--- config.mk ---
export PLATFORM = sky130hd
export DESIGN_NAME = register_file
export DESIGN_NICKNAME = d
export VERILOG_FILES = /design/src/rtl/mips_pkg.sv /design/src/rtl/regfile_mem.sv /design/src/rtl/register_file.sv
export SDC_FILE = /design/constraint.sdc
export NUM_CORES = 1
export LEC_CHECK = 0
export CAP_MARGIN = 20
export CORE_MARGIN = 2
export CORE_UTILIZATION = 30
export DETAILED_ROUTE_END_ITERATION = 10
export PLACE_DENSITY = 0.5
export SLEW_MARGIN = 20
export SYNTH_ARGS = -nofsm -noshare
export SYNTH_HDL_FRONTEND = slang
export SYNTH_SLANG_ARGS = --single-unit
--- constraint.sdc ---
create_clock -name clk -period 7.5 [get_ports clk]
set_input_delay 0.75 -clock clk [delete_from_list [all_inputs] [get_ports clk]]
set_output_delay 0.75 -clock clk [all_outputs]
set_load 0.03 [all_outputs]
--- src/rtl/mips_pkg.sv ---
// Shared constants and types for the MIPS register file slice.
//   DATA_W     : register / ALU operand width
//   REG_ADDR_W : register index width
//   NUM_REGS   : number of architectural registers
//   rf_state_e : register file init FSM (CLEAR walk, then RUN)
package mips_pkg;
  localparam int DATA_W     = 32;
  localparam int REG_ADDR_W = 5;
  localparam int NUM_REGS   = 2 ** REG_ADDR_W;

  typedef enum logic {
    CLEAR = 1'b0,
    RUN   = 1'b1
  } rf_state_e;
endpackage

--- src/rtl/regfile_mem.sv ---
// Storage array for the register file: NUM_RD combinational read ports and
// one synchronous write port. No reset, so it can map onto RAM.
// Ports:
//   clk   : write clock
//   we    : write enable
//   waddr : write index
//   wdata : write value
//   raddr : packed read indices, one per read port
//   rdata : packed read data, one per read port (raw, no r0 masking)
module regfile_mem #(
  parameter int DATA_W = 32,
  parameter int ADDR_W = 5,
  parameter int NUM_RD = 2
) (
  input  logic                           clk,
  input  logic                           we,
  input  logic [ADDR_W-1:0]              waddr,
  input  logic [DATA_W-1:0]              wdata,
  input  logic [NUM_RD-1:0][ADDR_W-1:0]  raddr,
  output logic [NUM_RD-1:0][DATA_W-1:0]  rdata
);
  logic [DATA_W-1:0] mem [2**ADDR_W];

  always_ff @(posedge clk) begin
    if (we) mem[waddr] <= wdata;
  end

  for (genvar p = 0; p < NUM_RD; p++) begin : g_rd
    assign rdata[p] = mem[raddr[p]];
  end
endmodule

--- src/rtl/register_file.sv ---
// MIPS register file: 2**ADDR_W entries, r0 hard-wired to zero, two
// combinational read ports, one write port with overflow suppression.
// After reset a CLEAR walk zeroes r1..rN one per cycle; ready rises in the
// first RUN cycle. A write suppressed by overflow raises trapped for one cycle.
// Optional macro REGFILE_BYPASS_EN forwards a committing write to a read
// port addressing the same register in the same cycle.
// Ports:
//   clk, rst             : clock, synchronous active-high reset
//   readReg1/2           : source indices; readData1/2 : operands
//   writeReg, writeData  : destination index / value
//   regWrite             : write request
//   overflow,ovfSuppress : ALU overflow and "drop on overflow" qualifier
//   ready                : initialised, accepting writes
//   trapped              : one-cycle pulse per suppressed write
module register_file #(
  parameter int DATA_W = mips_pkg::DATA_W,
  parameter int ADDR_W = mips_pkg::REG_ADDR_W
) (
  input  logic              clk,
  input  logic              rst,
  input  logic [ADDR_W-1:0] readReg1,
  input  logic [ADDR_W-1:0] readReg2,
  input  logic [ADDR_W-1:0] writeReg,
  input  logic [DATA_W-1:0] writeData,
  input  logic              regWrite,
  input  logic              overflow,
  input  logic              ovfSuppress,
  output logic [DATA_W-1:0] readData1,
  output logic [DATA_W-1:0] readData2,
  output logic              ready,
  output logic              trapped
);
  import mips_pkg::*;

  localparam logic [ADDR_W-1:0] LAST_IDX = '1;
  localparam logic [ADDR_W-1:0] FIRST_IDX = ADDR_W'(1);

  rf_state_e         state, state_nxt;
  logic [ADDR_W-1:0] clr_idx, clr_nxt;
  logic              trap_nxt;

  logic              mem_we;
  logic [ADDR_W-1:0] mem_waddr;
  logic [DATA_W-1:0] mem_wdata;
  logic [1:0][ADDR_W-1:0] mem_raddr;
  logic [1:0][DATA_W-1:0] mem_rdata;

  logic wr_req, wr_sup, wr_commit;

  // Write qualification: only in RUN, never to r0.
  assign wr_req    = (state == RUN) && regWrite && (writeReg != '0);
  assign wr_sup    = ovfSuppress && overflow;
  assign wr_commit = wr_req && !wr_sup;

  always_ff @(posedge clk) begin
    if (rst) begin
      state   <= CLEAR;
      clr_idx <= FIRST_IDX;
      trapped <= 1'b0;
    end else begin
      state   <= state_nxt;
      clr_idx <= clr_nxt;
      trapped <= trap_nxt;
    end
  end

  always_comb begin
    state_nxt = state;
    clr_nxt   = clr_idx;
    trap_nxt  = 1'b0;
    mem_we    = 1'b0;
    mem_waddr = writeReg;
    mem_wdata = writeData;
    case (state)
      CLEAR: begin
        // r0 is never stored to; walk starts at 1 and ends at the top entry.
        mem_we    = !rst;
        mem_waddr = clr_idx;
        mem_wdata = '0;
        clr_nxt   = clr_idx + FIRST_IDX;
        if (clr_idx == LAST_IDX) state_nxt = RUN;
      end
      RUN: begin
        mem_we   = wr_commit && !rst;
        trap_nxt = wr_req && wr_sup;
      end
      default: state_nxt = CLEAR;
    endcase
  end

  assign mem_raddr[0] = readReg1;
  assign mem_raddr[1] = readReg2;

  regfile_mem #(
    .DATA_W (DATA_W),
    .ADDR_W (ADDR_W),
    .NUM_RD (2)
  ) u_mem (
    .clk   (clk),
    .we    (mem_we),
    .waddr (mem_waddr),
    .wdata (mem_wdata),
    .raddr (mem_raddr),
    .rdata (mem_rdata)
  );

  // Reads are zero while clearing (array content is still stale) and for r0.
  always_comb begin
    readData1 = '0;
    readData2 = '0;
    if (state == RUN && readReg1 != '0) readData1 = mem_rdata[0];
    if (state == RUN && readReg2 != '0) readData2 = mem_rdata[1];
`ifdef REGFILE_BYPASS_EN
    // wr_commit already excludes CLEAR, r0 and suppressed writes.
    if (wr_commit && writeReg == readReg1) readData1 = writeData;
    if (wr_commit && writeReg == readReg2) readData2 = writeData;
`endif
  end

  assign ready = (state == RUN);
endmodule

==> impl_metrics.env, run 1 <==
export IMPL_status="complete, no violations"
export IMPL_synth_most_common_cell="edfxtp_1"
export IMPL_remaining_drc_errors=0
export IMPL_fill_cells=15151
export IMPL_initial_core_util_pct=30.17
export IMPL_postCtsSetupRepairBufs=0
export IMPL_fp_dieW_microns=405.4
export IMPL_clkSlewWorstSetupHoldPaths_ns=0.06
export IMPL_grtUsageTotal_pct=20.80
export IMPL_rr_worst_depth=5
export IMPL_setup_tns_final_ns=0
export IMPL_h_tree_depth=3
export IMPL_period_needed_ns=5.615
export IMPL_synthToLayoutAreaGrowth_pct=15.21
export IMPL_crit_type="register to output pin"
export IMPL_avgViaCountPerCell=5.700
export IMPL_fmax_mhz=178.1
export IMPL_pre_cts_ws_ns=2.259
export IMPL_clockRootBuffer="clkbuf_16"
export IMPL_p_leak_nw=18.13
export IMPL_ys_async_sr_fraction_pct=0
export IMPL_crit_path_start_kind="register"
export IMPL_pin_count=118
export IMPL_cts_buffers=106
export IMPL_max_cap_violations=0
export IMPL_cts_buffer_depth=3
export IMPL_port_buffers=117
export IMPL_synth_edf_count=1024
export IMPL_cp_cell_sequence="nor3b_4 -> and2_2 -> a21oi_1 -> nand4_1 -> clkdlybuf4s50_1"
export IMPL_worstMarginPinSlew_ns=1.186
export IMPL_p_per_area_mw_per_mm2=226.2
export IMPL_die_area_sq_mm=0.1643
export IMPL_r2r_end="u_mem.mem[20][27]$_DFFE_PP_"
export IMPL_hp_start="clr_idx[2]$_SDFFE_PP0N_"
export IMPL_route_detailed_wl_per_inst_microns=33.03
export IMPL_synth_top_flop_cell="edfxtp_1"
export IMPL_synth_simple_area_share_pct=5.031
export IMPL_fin_area_sq_mm=0.05568
export IMPL_synth_largest_area_cell="edfxtp_1"
export IMPL_finalCritPeriodShare_pct=74.87
export IMPL_worst_slack_ns=1.885
export IMPL_cts_tree="built"
export IMPL_dp_hpwl_mm=99.09
export IMPL_crit_arrival_ns=4.87
export IMPL_synth_top_area_share_pct=63.63
export IMPL_yosysUniqueCellTypes=49
export IMPL_finalClockSkew_ns=0.02727
export IMPL_rsz0062_at_grt="false"
export IMPL_grt_pass1_vias=29889
export IMPL_relSlewSlack_pct=20.75
export IMPL_slowest_stage="and2_2"
export IMPL_yosys_top_cells_count="edfxtp_1 (1024), mux2i_1 (518), a22oi_1 (255), mux4_2 (252), nand3_1 (140)"
export IMPL_hold_class="register to register"
export IMPL_synthXorXnorAreaFrac_pct=0.05437
export IMPL_r2r_slack_ns=3.34
export IMPL_drive_gt1_share_pct=19.28
export IMPL_num_vias=29829
export IMPL_rows=147
export IMPL_hold_viol_final=0
export IMPL_cts_resized=0
export IMPL_antenna_found_initial=4
export IMPL_drt_pass1_iterations=5
export IMPL_slew_viol_final=0
export IMPL_cp_end_kind="output pin"
export IMPL_grt_max_degree=78
export IMPL_cp_top_family="simple AND/OR/NAND/NOR gates"
export IMPL_avgSynthCellArea_sq_um=16.67
export IMPL_min_to="clr_idx[2]$_SDFFE_PP0N_"
export IMPL_crit_path_max_incr_delay_ns=1.05
export IMPL_nNetsFinal=3038
export IMPL_clk_latency_ns=0.74
export IMPL_netlist_area_sq_mm=0.04833
export IMPL_coreArea_sq_mm=0.1602
export IMPL_clkSinkCount=1031
export IMPL_drtIter0Drc=3508
export IMPL_r2r_start="ready$_SDFF_PP0_"
export IMPL_synth_top_family_by_area="multiplexers"
export IMPL_critPathMaxFanout=34
export IMPL_yosys_warnings=0
export IMPL_netlist_instances=2899
export IMPL_ys_seq_elements=1031
export IMPL_path_buf_inv=1
export IMPL_ant_nets=0
export IMPL_synth_fp_nets=2953
export IMPL_synth_adder_area_share_pct=0.05178
export IMPL_grt_first_pass_wirelength_mm=238.8
export IMPL_postPlaceCellArea_sq_mm=0.05204
export IMPL_multi_input_area_sq_mm=0.01654
export IMPL_fp_dieH_microns=405.4
export IMPL_holdPathStages=2
export IMPL_ir_worst_vdd_uv=187.9
export IMPL_hold_buffers=0
export IMPL_gr_total_overflow=0
export IMPL_cp_required_ns=6.75
export IMPL_yosysSeqAreaShare_pct=63.92
export IMPL_synthTopCellsByArea="edfxtp_1 (64%), mux4_2 (12%), mux2i_1 (11%)"
export IMPL_seq_area_sq_mm=0.03089
export IMPL_finalWeightedCongestion=0.7936
export IMPL_setup_viol=0
export IMPL_synth_compound_area_share_pct=5.652
export IMPL_wl_mm=172.9
export IMPL_muxShareOfSynthArea_pct=22.58
[worst min-delay path, delay by kind of cell, from the launching register on]
family	cells	cell delay (ns)
AND/OR/NAND/NOR	1	0.07
XOR/XNOR	1	0.08
flip-flops	1	0.35
[power breakdown]
part | switching (mW) | leakage, nW | internal, mW
Clock | 2.30 | 1.71 | 3.20
Sequential | 0.0237 | 9.01 | 6.30
Combinational | 0.465 | 7.40 | 0.302
[metal layers]
metal / wire (microns) / vias up / global-route usage, %
met4: 5024 / 2 / 6.775
met5: 13 / - / 0
met3: 13490 / 250 / 3.525
met1: 74130 / 15977 / 29.16
li1: - / 12160 / -
met2: 80200 / 1440 / 32.75
[cell families (layout without fill, tap and decap cells)]
group           count (synthesis)  in the layout
flops                        1031           1031
mux                           772            772
simple gates                  456            456
compound gates                400            400
buf+inv                       235            406
xor+xnor                        3              3
fa+ha+maj                       2              2
other cells                     0              3
[metrics by stage]
step / hold slack, ns / cells / utilization [%] / total power, mW
floorplan: 0.4902 / 2899 / - / 6.948
global placement: 0.5123 / 5028 / 32.44 / 7.213
detailed placement: 0.5181 / 5031 / 32.49 / 7.213
CTS: 0.5417 / 5225 / 34.69 / 12.66
global route: 0.5694 / 5230 / 34.75 / 12.93
finish: 0.5372 / 5233 / 34.75 / 12.59
[flip-flops by register name, indices dropped and copies added, names as in the netlist]
name and count:
ready 1, clr_idx 5, trapped 1, u_mem.mem 1024
[how the worst max path moves through the flow]
stage                     slack [ns]  depth (start not counted)                         to              from
after detailed placement        2.26                          6              readData1[23]       readReg1[4]
after global placement          2.27                          6              readData1[23]       readReg1[4]
after floorplan                 3.30                          4  u_mem.mem[6][0]$_DFFE_PP_               rst
after global routing            1.85                          5              readData1[23]  ready$_SDFF_PP0_
final                           1.88                          5              readData1[23]  ready$_SDFF_PP0_
after CTS                       1.88                          5              readData1[23]  ready$_SDFF_PP0_
[layout by cell type, fill, tap and decap left out, types with 4 or more instances in the layout]
cell / instances
and3_1: 48
buf_8: 10
and2_2: 18
clkdlybuf4s50_1: 111
a21oi_1: 114
nor2b_4: 8
inv_1: 4
nand2_1: 71
a31oi_1: 12
dfxtp_1: 6
nor2_1: 13
or2_2: 14
clkbuf_1: 23
mux2i_1: 518
nor3_2: 4
a22oi_1: 255
nor2_4: 34
clkinv_2: 13
a22o_1: 9
edfxtp_1: 1024
clkinv_1: 23
inv_6: 6
mux4_2: 252
bufinv_16: 17
clkbuf_16: 107
nand4_1: 65
and2_1: 19
buf_4: 82
nand3_1: 138
[layout make-up]
type / instances / share of cell area, %
inverters: 4 / 0.02697
clock buffers: 130 / 4.964
multi-input cells: 1633 / 29.71
well taps: 2160 / 4.854
repair buffers: 208 / 3.566
diodes: 3 / 0.01348
flip-flops and latches: 1031 / 55.48
clock inverters: 64 / 1.382
Note: power is estimated with default switching activity, not from simulation.
==> run 2: changes to the inputs <==
PLACE_DENSITY = 0.51   (was 0.5)
clock period = 4.9 ns   (was 7.5 ns; I/O delays follow)
==> run 2 against run 1 <==
Compared with the run above: utilization is 0.40 points higher; via count is 0.47% lower; clock power is 50% higher; critical path depth is 1 higher; clock skew is 0.0067 ns lower; critical endpoint is now readData1[6].
==> impl_metrics.env, run 2 (synthesis gave the netlist of run 1 again) <==
export IMPL_rr_worst_depth=6
export IMPL_drtIter0Drc=3781
export IMPL_holdPathStages=3
export IMPL_worstMarginPinSlew_ns=1.092
export IMPL_rows=147
export IMPL_grt_pass1_vias=29527
export IMPL_fin_area_sq_mm=0.05632
export IMPL_swShare_pct=22.00
export IMPL_r2r_end="u_mem.mem[26][2]$_DFFE_PP_"
export IMPL_hold_buffers=0
export IMPL_rsz0062_at_grt="false"
export IMPL_gr_total_overflow=0
export IMPL_fp_dieW_microns=405.4
export IMPL_nNetsFinal=3083
export IMPL_clkSlewWorstSetupHoldPaths_ns=0.06
export IMPL_hold_viol_final=0
export IMPL_largest_reg_flops=1024
export IMPL_hp_start="overflow"
export IMPL_p_leak_nw=18.46
export IMPL_initial_core_util_pct=30.17
export IMPL_pre_cts_ws_ns=0.7253
export IMPL_num_vias=29690
export IMPL_cts_resized=0
export IMPL_grt_max_degree=64
export IMPL_cts_buffers=104
export IMPL_crit_path_start_kind="register"
export IMPL_die_area_sq_mm=0.1643
export IMPL_mostFrequentLayoutCell="edfxtp_1"
export IMPL_slowest_stage="and2_2"
export IMPL_r2r_start="ready$_SDFF_PP0_"
export IMPL_period_needed_ns=4.601
export IMPL_worst_slack_ns=0.2987
export IMPL_internal_power_mw=14.93
export IMPL_ant_nets=0
export IMPL_clockRootBuffer="clkbuf_16"
export IMPL_crit_arrival_ns=4.11
export IMPL_wl_mm=166.8
export IMPL_diodes=0
export IMPL_top_register="u_mem.mem"
export IMPL_synthToLayoutAreaGrowth_pct=16.55
export IMPL_drt_pass1_iterations=6
export IMPL_wl_met1_mm=72.31
export IMPL_pin_count=118
export IMPL_fp_dieH_microns=405.4
export IMPL_final_cell_mix="edfxtp_1 (1024), mux2i_1 (518), a22oi_1 (255)"
export IMPL_grt_first_pass_wirelength_mm=230.7
export IMPL_dp_hpwl_mm=100.9
export IMPL_clkSinkCount=1031
export IMPL_route_detailed_wl_per_inst_microns=31.64
export IMPL_power_total_mw=19.15
export IMPL_h_tree_depth=3
export IMPL_fmax_mhz=217.3
export IMPL_max_cap_violations=0
export IMPL_cp_required_ns=4.41
export IMPL_top_regs="u_mem.mem x1024, clr_idx x5"
export IMPL_coreArea_sq_mm=0.1602
export IMPL_cts_buffer_depth=3
export IMPL_setup_tns_final_ns=0
export IMPL_top_layer="met5"
export IMPL_avgViaCountPerCell=5.632
export IMPL_pwr_share_clk_pct=43.1
export IMPL_port_buffers=117
export IMPL_drive_gt1_share_pct=20.85
export IMPL_antenna_found_initial=10
export IMPL_hold_class="primary input to register"
export IMPL_crit_type="register to output pin"
export IMPL_critPathMaxFanout=24
export IMPL_p_per_area_mw_per_mm2=339.9
export IMPL_multi_input_area_sq_mm=0.01655
export IMPL_finalClockSkew_ns=0.02054
export IMPL_grtUsageTotal_pct=19.99
export IMPL_cp_end_kind="output pin"
export IMPL_finalCritPeriodShare_pct=93.91
export IMPL_min_to="trapped$_SDFF_PP0_"
export IMPL_cts_tree="built"
export IMPL_finalWeightedCongestion=0.8099
export IMPL_clk_latency_ns=0.72
export IMPL_slew_viol_final=0
export IMPL_cp_cell_sequence="nor3b_4 -> and2_2 -> buf_4 -> a21oi_1 -> nand4_1 -> clkdlybuf4s50_1"
export IMPL_postCtsSetupRepairBufs=0
export IMPL_relSlewSlack_pct=26.93
export IMPL_ir_worst_vdd_uv=299.8
export IMPL_setup_viol=0
export IMPL_postPlaceCellArea_sq_mm=0.05284
export IMPL_fill_cells=15098
export IMPL_dr_wl_met3_mm=11.54
export IMPL_seq_area_sq_mm=0.03089
export IMPL_share_seq_of_total_power_pct=50.6
export IMPL_dr_wl_met2_mm=78.50
export IMPL_crit_path_max_incr_delay_ns=0.81
export IMPL_r2r_slack_ns=1.46
export IMPL_switchingPower_mw=4.212
export IMPL_remaining_drc_errors=0
export IMPL_p_comb_share_pct=6.3
export IMPL_status="complete, no violations"
==> run 2: critical path: cells and delay by family (launching register included) <==
kind	cells	cell delay [ns]
AOI/OAI and AO/OA	1	0.11
buffers and inverters	2	1.07
DFF	1	0.73
and+or+nand+nor	3	1.49
==> run 2: power groups by stage <==
stage          clock network (mW)  logic [mW]  registers [mW]
3_3_place_gp                    0        1.21            9.87
4_1_cts                      8.36        1.21            9.68
2_1_floorplan                   0       0.776            9.86
3_5_place_dp                    0        1.21            9.87
6_report                     8.25        1.21            9.68
5_1_grt                      8.68        1.26            9.69
==> run 2: layer usage <==
layer	vias to the layer above	global-route usage, %
li1	12241	-
met1	15967	28.03
met2	1236	32.16
met3	236	2.777
met4	10	6.068
met5	-	0
==> run 2: worst max path at each step <==
| stage | from | to | slack (ns) | cells after the start |
|---|---|---|---|---|
| 2_1_floorplan | ready$_SDFF_PP0_ | u_mem.mem[6][0]$_DFFE_PP_ | 0.91 | 5 |
| 3_3_place_gp | readReg1[4] | readData1[4] | 0.74 | 7 |
| 3_5_place_dp | readReg1[4] | readData1[6] | 0.73 | 7 |
| 4_1_cts | ready$_SDFF_PP0_ | readData1[6] | 0.28 | 6 |
| 5_1_grt | ready$_SDFF_PP0_ | readData1[4] | 0.24 | 6 |
| 6_report | ready$_SDFF_PP0_ | readData1[6] | 0.30 | 6 |
==> run 2: cell type report <==
class	instances	area share [%]
Clock inverter	63	1.229
Inverter	4	0.02666
Timing Repair Buffer	255	4.801
Multi-Input combinational cell	1633	29.38
Clock buffer	126	4.918
Sequential cell	1031	54.85
Tap cell	2160	4.799
==> run 2: stage by stage <==
| step | hold slack [ns] | util [%] | instances |
|---|---|---|---|
| detailed placement | 0.5177 | 32.98 | 5083 |
| floorplan | 0.4902 | - | 2899 |
| global placement | 0.5160 | 32.98 | 5083 |
| finish | 0.3539 | 35.16 | 5272 |
| CTS | 0.3089 | 35.14 | 5272 |
| global route | 0.3861 | 35.16 | 5272 |
